## src/rtl/wb_region_mux.sv

```systemverilog
`default_nettype none
// ============================================================================
// Module   : wb_region_mux
// Purpose  : Wishbone base/mask region mux; slave locked per burst, unmapped
//            or stalled accesses end in a bus error. Timeout: WB_MUX_TMO_EN.
// Revision : 1.0
// ============================================================================
module wb_region_mux #(
   parameter int                 NSLV    = 4,
   parameter int                 AW      = 32,
   parameter int                 DW      = 32,
   parameter logic [NSLV*AW-1:0] BASE    = '0,
   parameter logic [NSLV*AW-1:0] MASK    = '0,
   parameter int                 TMO_CYC = 255
) (
   input  logic                 clk_i,
   input  logic                 rst_i,
   input  logic [AW-1:0]        m_adr_i,
   input  logic [DW-1:0]        m_dat_i,
   input  logic [DW/8-1:0]      m_sel_i,
   input  logic                 m_we_i,
   input  logic                 m_stb_i,
   input  logic [2:0]           m_cti_i,
   output logic [DW-1:0]        m_dat_o,
   output logic                 m_ack_o,
   output logic                 m_err_o,
   output logic [AW-1:0]        s_adr_o,
   output logic [DW-1:0]        s_dat_o,
   output logic [DW/8-1:0]      s_sel_o,
   output logic                 s_we_o,
   output logic [2:0]           s_cti_o,
   output logic [NSLV-1:0]      s_stb_o,
   input  logic [NSLV*DW-1:0]   s_dat_i,
   input  logic [NSLV-1:0]      s_ack_i,
   output logic [7:0]           err_cnt_o
);

   localparam int IW = (NSLV > 1) ? $clog2(NSLV) : 1;

   localparam logic [1:0] c_s_idle   = 2'd0;
   localparam logic [1:0] c_s_active = 2'd1;
   localparam logic [1:0] c_s_err    = 2'd2;
   localparam logic [2:0] c_cti_incr = 3'b010;

   logic [1:0]    r_state;
   logic [1:0]    w_next;
   logic [IW-1:0] r_sel_idx;
   logic [IW-1:0] w_dec_idx;
   logic          w_dec_hit;
   logic          r_dec_err;
   logic [7:0]    r_err_cnt;
   logic          w_ack;
   logic          w_tmo;
   logic [NSLV-1:0] w_hit;
   logic [DW-1:0]   w_sdat [NSLV];

   generate
      for (genvar i = 0; i < NSLV; i++) begin : g_slv
         assign w_hit[i]  = ((m_adr_i & MASK[i*AW +: AW]) == (BASE[i*AW +: AW] & MASK[i*AW +: AW]));
         assign w_sdat[i] = s_dat_i[i*DW +: DW];
      end
   endgenerate

   // Scan downward so the lowest-index hit is the one left standing.
   always_comb begin
      w_dec_hit = 1'b0;
      w_dec_idx = '0;
      for (int i = NSLV - 1; i >= 0; i--) begin
         if (w_hit[i]) begin
            w_dec_hit = 1'b1;
            w_dec_idx = IW'(i);
         end
      end
   end

   assign w_ack = (r_state == c_s_active) && s_ack_i[r_sel_idx];

`ifdef WB_MUX_TMO_EN
   logic [15:0] r_tmo_cnt;

   always_ff @(posedge clk_i or posedge rst_i) begin
      if (rst_i)
         r_tmo_cnt <= 16'd0;
      else if (r_state != c_s_active || w_ack)
         r_tmo_cnt <= 16'd0;
      else
         r_tmo_cnt <= r_tmo_cnt + 16'd1;
   end

   // An ack in the expiry cycle wins, and a dropped strobe is an abort, not an error.
   assign w_tmo = (r_state == c_s_active) && m_stb_i && !w_ack && (r_tmo_cnt == 16'(TMO_CYC));
`else
   assign w_tmo = 1'b0;
`endif

   always_ff @(posedge clk_i or posedge rst_i) begin
      if (rst_i) begin
         r_state   <= c_s_idle;
         r_sel_idx <= '0;
         r_dec_err <= 1'b0;
      end else begin
         r_state   <= w_next;
         r_dec_err <= (r_state == c_s_idle) && m_stb_i && !w_dec_hit;
         if (r_state == c_s_idle && m_stb_i && w_dec_hit)
            r_sel_idx <= w_dec_idx;
      end
   end

   always_comb begin
      w_next = r_state;
      case (r_state)
         c_s_idle: begin
            if (m_stb_i)
               w_next = w_dec_hit ? c_s_active : c_s_err;
         end
         c_s_active: begin
            if (!m_stb_i)
               w_next = c_s_idle;
            else if (w_ack)
               w_next = (m_cti_i == c_cti_incr) ? c_s_active : c_s_idle;
            else if (w_tmo)
               w_next = c_s_err;
         end
         c_s_err: begin
            if (!m_stb_i)
               w_next = c_s_idle;
         end
         default: w_next = c_s_idle;
      endcase
   end

   always_comb begin
      s_stb_o = '0;
      m_ack_o = 1'b0;
      m_dat_o = '0;
      m_err_o = 1'b0;
      case (r_state)
         c_s_active: begin
            if (!w_tmo)
               s_stb_o[r_sel_idx] = m_stb_i;
            m_ack_o = w_ack;
            m_dat_o = w_sdat[r_sel_idx];
            m_err_o = w_tmo;
         end
         c_s_err: m_err_o = r_dec_err;
         default: ;
      endcase
   end

   always_ff @(posedge clk_i or posedge rst_i) begin
      if (rst_i)
         r_err_cnt <= 8'd0;
      else if (m_err_o && r_err_cnt != 8'hFF)
         r_err_cnt <= r_err_cnt + 8'd1;
   end

   assign err_cnt_o = r_err_cnt;
   assign s_adr_o   = m_adr_i;
   assign s_dat_o   = m_dat_i;
   assign s_sel_o   = m_sel_i;
   assign s_we_o    = m_we_i;
   assign s_cti_o   = m_cti_i;

endmodule
`default_nettype wire

```

## config.mk

```make
export PLATFORM = sky130hd
export DESIGN_NAME = wb_region_mux
export DESIGN_NICKNAME = d
export VERILOG_FILES = /design/src/rtl/wb_region_mux.sv
export SDC_FILE = /design/constraint.sdc
export NUM_CORES = 1
export LEC_CHECK = 0
export BUFFER_PORTS_ARGS = -buffer_cell sky130_fd_sc_hd__buf_2
export CELL_PAD_IN_SITES_DETAIL_PLACEMENT = 1
export CELL_PAD_IN_SITES_GLOBAL_PLACEMENT = 2
export CORE_AREA = 2 2 124 126
export DETAILED_ROUTE_END_ITERATION = 6
export DIE_AREA = 0 0 126 128
export GPL_TIMING_DRIVEN = 0
export PLACE_DENSITY = 0.95
export SETUP_SLACK_MARGIN = 0.4
export SYNTH_ARGS = -nofsm -noshare
export SYNTH_HDL_FRONTEND = slang
export SYNTH_SLANG_ARGS = --single-unit
export TNS_END_PERCENT = 100
```

## constraint.sdc

```tcl
create_clock -name clk_i -period 2 [get_ports clk_i]
set_input_delay 0.4 -clock clk_i [delete_from_list [all_inputs] [get_ports clk_i]]
set_output_delay 0.4 -clock clk_i [all_outputs]
set_load 0.05 [all_outputs]
```

# [After elaboration in Yosys (flattened, before gate mapping)]
# Cells that the tools add are included.
[totals] word_cells=19 mem_count=0 output_inout_bits=118 mem_bits_rw=0 register_bits=2 inputBits=207 mem_bits_ro=0 latch_bits=0
[op_classes] n_mux=9 eq_ne=6 shift=0 n_lt_le_gt_ge=0 multipliers=0 n_reduce_logical=3 bitwise=0 div=0 addsub=0
[ops] operator="$mux 32" n=1
[ops] operator="$mux 2" n=4
[ops] operator="$pmux 2 s3" n=1
[ops] operator="$ne 2x2->1 const B" n=2
[ops] operator="$eq 3x2->1 const B" n=1
[ops] operator="$mux 1" n=3
[ops] operator="$ne 3x3->1 const B" n=1
[ops] operator="$reduce_and 3->1" n=1
[ops] operator="$eq 2x1->1 const B" n=1
[ops] operator="$eq 2x2->1 const B" n=1
[ops] operator="$logic_not 2->1" n=1
[ops] operator="$logic_and 1x1->1" n=1

# [Logic depth before layout (Yosys ltp)]
# Gate-level depths: netlist (run 1).
[depth] ltp_word=5 depth_mapped=2 mapped_depth_nobuf=2

# [Worst setup path after synthesis (run 1)]
# Ideal clock, no wire load.
[synth_timing] kind="register -> output" start="register r_state[0]" end="output port m_dat_o[0]" path_stages_with_launch=3 path_slack_ns=0.648 t_required_ns=1.600 path_buffers=1 arrival_time_ns=0.952 cell_sequence="dfrtp_1 buf_2 and2_1"
[synth_between] elab_chain_cells=2
[synth_lines] item="start: declaration" line_no="45" source="logic [1:0] r_state;"
[synth_lines] item="start signal: assignment" line_no="98" source="r_state <= c_s_idle;"
[synth_lines] item="start signal: assignment" line_no="102" source="r_state <= w_next;"
[synth_lines] item="$eq 2x1->1" line_no="137" source="case (r_state)"
[synth_lines] item="$mux 32" line_no="137"
[synth_lines] item="end: declaration" line_no="24" source="output logic [DW-1:0] m_dat_o,"
# No other way between the ends.

# [Worst setup path after layout (run 1)]
[layout_timing] start="register r_state[0]" end="output port s_stb_o[0]"
[layout_between] elab_chain_cells=2
[layout_lines] item="$eq 2x1->1" line_no="137"
[layout_lines] item="$mux 1" line_no="137"
[layout_lines] item="end: declaration" line_no="32" source="output logic [NSLV-1:0] s_stb_o,"
# No other way between the ends.

==> summary.md, run 1 <==
| Metric | Value |
|---|---|
| Status | `complete, no violations` |
| Number of global-route vias before repair | `1108` |
| Post-Layout Cell Count | `469` |
| Mapped Area | `911 um2` |
| Unique masters post-synth | `8` |
| FMAX | `0.673 GHz` |
| Switch Pwr | `0.560 mW` |
| Clk_skew | `0 ps` |
| Final Setup Violations | `0` |
| Row count | `45` |
| Die H | `128 um` |
| CP cell instances | `buf_2, and2_1, buf_2` |
| Largest register FFs | `1` |
| Final hold slack | `241 ps` |
| DR iter-0 viols | `2` |
| Largest net degree at the start of global routing | `11` |
| CTS clock-pin slew for the worst setup and hold paths | `0 ps` |
| # nets final | `490` |
| Drt wl/cell | `9.99 um` |
| Final antenna-violating net count | `0` |
| Total track usage | `4.90%` |
| Max incr delay on CP | `430 ps` |
| DRC | `0` |
| DR vias | `1228` |
| Drt total wl | `4.69 mm` |
| Register bit total from synthesis | `1` |
| Worst path arrival time | `1090 ps` |
| Most common cell after layout, fill and taps aside | `buf_2` |
| Max-slew violation count | `0` |
| Final Hold Fails | `0` |
| Die width | `126 um` |
| Fill cell count | `1839` |
| RSZ-0062 raised after global routing | `no` |
| Clk_lat worst skew | `0 ps` |
| N_diodes | `0` |
| Switching Fraction | `69.1%` |
| First drt pass iteration count | `2` |
| Sequential share of the synthesized area | `2.75%` |
| Hpwl dp | `4.50 mm` |
| Die ar. | `16100 um2` |
| CP top delay family | `buffers and inverters` |
| Layout cells sized above 1 | `82.6%` |
| Leak | `1.18 nW` |
| Core Area | `14900 um2` |
| Max_cap viols | `0` |
| Clock share of power | `0%` |
| CP endpoint kind | `output port` |
| Post-placement cell count | `469` |
| Grt total ovfl | `0` |
| Worst path slowest cell | `dfrtp_1` |
| Register-to-Register Path Depth | `2` |
| Period utilization | `74.3%` |
| WP data required | `1600 ps` |
| Final instance area | `1910 um2` |
| First-pass GRT wire length | `6.20 mm` |
| Power Internal | `0.251 mW` |
| Syn avg cell area | `7.23 um2` |
| Vias per cell | `2.62` |
| Area grow syn2layout | `110%` |
| Startpoint types | `flop` |
| Dpl cell area | `1910 um2` |
| Final Power | `0.811 mW` |
| PortBufs | `144` |
| Largest regs | `r_state (1)` |
| Most Frequent Cell on Critical Path | `buf_2` |
| Synth warn | `0` |
| Number of stages on the worst setup path | `3` |
| Gpl congestion | `0.606` |
| Ports | `325` |
| Hold crit path type | `in -> async` |
| Initial antenna violation count | `0` |
| Worst vdd ir | `0.0000676 V` |
| Crit path kind | `reg -> out` |
| Fin crit period | `1490 ps` |
| Sequential Power Share | `3.0%` |
| Starting Density | `6.13%` |
| Post-Synthesis Cells | `126` |
| Commonest non-fill, non-tap cells in the layout | `146 x buf_2, 85 x buf_4, 34 x and2_1` |
| Largest register by flop count | `r_state` |
| Critical path buffers and inverters | `2` |
| CP Max Fanout | `10` |
| Pwr Density | `425 nW/um2` |
| Setup_tns | `0 ps` |
| Comb pwr share | `97.0%` |
-- routing by layer --
metal | vias up | share of wire (%) | global-route usage, %
met5 | - | 0 | 0
met4 | 0 | 0 | 0
met3 | 0 | 17 | 2.38
met2 | 124 | 51 | 9.42
met1 | 515 | 32 | 5.13
li1 | 589 | - | -
-- cells in the mapped netlist, drive strengths merged --
cell / count / area share, %
conb: 1 / 0.41
or3b: 1 / 0.96
and2: 34 / 23
a21boi: 1 / 1.2
dfrtp: 1 / 2.7
buf: 87 / 71
inv: 1 / 0.41
-- cells by family (layout without fill, tap and decap cells) --
kind of cell / count (synthesis) / after routing / share of synthesized area, %
buf+inv: 88 / 232 / 71.3
simple gates: 35 / 35 / 24.3
other cells: 1 / 12 / 0.412
compound gates: 1 / 1 / 1.24
flops: 1 / 1 / 2.75
-- cell type report --
type / count / area, um2 / share of cell area (%)
Timing Repair Buffer: 144 / 723 / 37.9
Buffer: 87 / 646 / 33.8
Multi-Input combinational cell: 48 / 278 / 14.5
Tap cell: 188 / 235 / 12.3
Sequential cell: 1 / 25.0 / 1.31
Inverter: 1 / 3.75 / 0.196
-- power groups by stage --
| stage | combinational, mW | sequential (mW) | clock [mW] |
|---|---|---|---|
| finish | 0.787 | 0.0246 | 0 |
| global route | 0.822 | 0.0252 | 0 |
| CTS | 0.794 | 0.0251 | 0 |
| detailed placement | 0.792 | 0.0251 | 0 |
| global placement | 0.789 | 0.0251 | 0 |
| floorplan | 0.636 | 0.0233 | 0 |
-- through the flow --
| step | worst slack, ps | util (%) |
|---|---|---|
| after floorplan | 648 | - |
| after global placement | 360 | 12.8 |
| after detailed placement | 394 | 12.8 |
| after CTS | 439 | 12.9 |
| after global routing | 400 | 12.9 |
| final | 515 | 12.9 |
-- final timing paths --
kind                       startpoint    endpoint  slack (ps)
min in group clk_i            m_stb_i  r_state[0]         690
max in group asynchronous       rst_i  r_state[0]        1670
max                        r_state[0]  s_stb_o[0]         510
min reg2reg                r_state[0]  r_state[0]         740
min                             rst_i  r_state[0]         240
max reg2reg                r_state[0]  r_state[0]        1190
-- what timing repair did --
action                     in CTS  in global routing
hold buffers                    0                  0
gates resized for setup         1                  0
setup endpoints to repair       1                  0
setup buffers                   0                  0
(Power assumes the default switching activity.)
==> inputs of run 2 (changes only) <==
==> constraint.sdc (replaced) <==
create_clock -name clk_i -period 1.2 [get_ports clk_i]
set_input_delay 0.24 -clock clk_i [delete_from_list [all_inputs] [get_ports clk_i]]
set_output_delay 0.24 -clock clk_i [all_outputs]
set_load 0.05 [all_outputs]
==> run 2 against run 1 <==
  * Power grew 100%
  * Critical path depth unchanged
  * First-iteration DRC count grew 100%
  * Clock skew unchanged
  * Sequential share of layout area fell by 0.28 points
  * Via count increased by 3.2%
  * Combinational power up 110%
==> summary.md, run 2 (same netlist as run 1, synthesis figures left out) <==
| Metric | Value |
|---|---|
| Status | `complete, no violations` |
| Core Area | `14900 um2 (unchanged)` |
| Reg-to-reg critical path startpoint | `r_state[0]` |
| Row count | `45 (unchanged)` |
| Fin util | `17.1% (+4.3 points)` |
| Final Power | `1.66 mW (+100%)` |
| DR vias | `1267 (+3.2%)` |
| Max incr delay on CP | `460 ps (+30 ps)` |
| Layout cells sized above 1 | `95.0% (+12 points)` |
| Startpoint types | `flop` |
| Post-placement cell count | `469 (unchanged)` |
| Post-Layout Cell Count | `470 (+0.21%)` |
| Clk_lat worst skew | `0 ps (unchanged)` |
| Final hold slack | `84.3 ps (-157 ps)` |
| Final instance area | `2540 um2 (+33%)` |
| First-pass GRT wire length | `6.84 mm (+10%)` |
| Period utilization | `98.8%` |
| N_diodes | `0 (unchanged)` |
| Hold-fix buffer count after cts | `0 (unchanged)` |
| PortBufs | `144 (unchanged)` |
| First drt pass iteration count | `2 (unchanged)` |
| Grt total ovfl | `0 (unchanged)` |
| RSZ-0062 raised after global routing | `yes` |
| CP endpoint kind | `output port` |
| Flop-to-flop setup slack | `310 ps (-880 ps)` |
| Initial antenna violation count | `0 (unchanged)` |
| Largest net degree at the start of global routing | `11 (unchanged)` |
| Largest register FFs | `1 (unchanged)` |
| Register-to-Register Path Depth | `2 (unchanged)` |
| Drt wl/cell | `10.6 um (+6.2%)` |
| Max_cap viols | `0 (unchanged)` |
| Area grow syn2layout | `179%` |
| Reg2reg end | `r_state[0]` |
| Total track usage | `5.33% (+0.43 points)` |
| Commonest non-fill, non-tap cells in the layout | `133 x buf_4, 36 x buf_2, 31 x and2_4` |
| Largest regs | `r_state (1)` |
| Worst vdd ir | `0.000128 V (+89%)` |
| Worst path slowest cell | `dfrtp_2` |
| Die width | `126 um (unchanged)` |
| Die ar. | `16100 um2 (unchanged)` |
| Final Setup Violations | `0 (unchanged)` |
| Starting Density | `6.13% (unchanged)` |
| Switch Pwr | `0.984 mW (+76%)` |
| Clock share of power | `0% (unchanged)` |
| Ports | `325 (unchanged)` |
| Power Internal | `0.678 mW (+170%)` |
| Drt total wl | `4.99 mm (+6.4%)` |
| Switching Fraction | `59.2% (-9.9 points)` |
| Comb pwr share | `97.3% (+0.3 points)` |
| Final Hold Fails | `0 (unchanged)` |
| Number of global-route vias before repair | `1283 (+16%)` |
| Clk_skew | `0 ps (unchanged)` |
| DRC | `0 (unchanged)` |
| Gpl congestion | `0.618 (+2.0%)` |
| Worst path arrival time | `950 ps (-140 ps)` |
| CTS clock-pin slew for the worst setup and hold paths | `0 ps (unchanged)` |
| Most common cell after layout, fill and taps aside | `buf_4` |
| # nets final | `491 (+0.20%)` |
| WP data required | `960 ps (-640 ps)` |
| Die H | `128 um (unchanged)` |
| Sequential Power Share | `2.7% (-0.3 points)` |
| Largest register by flop count | `r_state` |
| CP cell instances | `buf_8, and2_4, buf_8` |
| FMAX | `0.844 GHz` |
| Most Frequent Cell on Critical Path | `buf_8` |
| DR iter-0 viols | `4 (+2)` |
| Hold crit path type | `in -> async` |
| Max-slew violation count | `0 (unchanged)` |
| Leak | `1.39 nW (+18%)` |
| Fin crit period | `1190 ps` |
| Dpl cell area | `2000 um2 (+4.6%)` |
| CP Max Fanout | `10 (unchanged)` |
| Vias per cell | `2.70 (+3.0%)` |
| Final antenna-violating net count | `0 (unchanged)` |
| Crit path kind | `reg -> out` |
| Hpwl dp | `4.36 mm (-2.9%)` |
| Pwr Density | `654 nW/um2 (+54%)` |
run 2: cell types whose count changed in the layout (fill, tap and decap cells not counted), sizes merged:
cell	change
buf	-16
clkbuf	+17
run 2: timing repair:
| item | CTS | global route |
|---|---|---|
| pin swaps | 2 | 0 |
| endpoints found under the setup margin | 89 | 55 |
| buffers inserted | 1 | 0 |
| resized for setup | 160 | 18 |
run 2: worst max-delay path by stage:
stage | endpoint | start | slack (ps)
after floorplan | m_dat_o[0] | r_state[0] | 180
after global placement | m_dat_o[28] | r_state[0] | -240
after detailed placement | m_dat_o[28] | r_state[0] | -240
after CTS | m_dat_o[31] | r_state[0] | -3
after global routing | m_dat_o[25] | r_state[0] | -10
final | m_dat_o[25] | r_state[0] | 10
run 2: critical path: cells and delay by family (launching register included):
family                 cells  cell delay (ps)
AND/OR/NAND/NOR            1              160
flip-flops                 1              460
buffers and inverters      2              310
run 2: power by group through the flow:
stage / clock, mW / combinational (mW) / sequential, mW
after floorplan: 0 / 1.12 / 0.0392
after global placement: 0 / 1.37 / 0.0437
after detailed placement: 0 / 1.38 / 0.0437
after CTS: 0 / 1.61 / 0.0458
after global routing: 0 / 1.68 / 0.0456
final: 0 / 1.62 / 0.0447
run 2: routing by layer:
| layer | part of all wire (%) | routed length, um | track usage (%) | vias to the layer above |
|---|---|---|---|---|
| li1 | - | - | - | 594 |
| met1 | 32 | 1580 | 5.61 | 554 |
| met2 | 56 | 2780 | 11.0 | 119 |
| met3 | 13 | 624 | 1.50 | 0 |
| met4 | 0 | 0 | 0 | 0 |
| met5 | 0 | 0 | 0 | - |
run 2: layout make-up:
cell class              count  area, um2
plain buffers              87        679
inverters                   1       3.75
flip-flops and latches      1       26.3
fillers                  1782      12300
repair buffers            145       1240
multi-input cells          48        359
well taps                 188        235
run 2: per-stage QoR:
step                      worst slack (ps)  TNS [ps]
after floorplan                        182         0
after global placement                -242     -6380
after global routing                 -11.7     -90.0
after CTS                            -2.73     -11.4
after detailed placement              -238     -6340
final                                 14.6         0
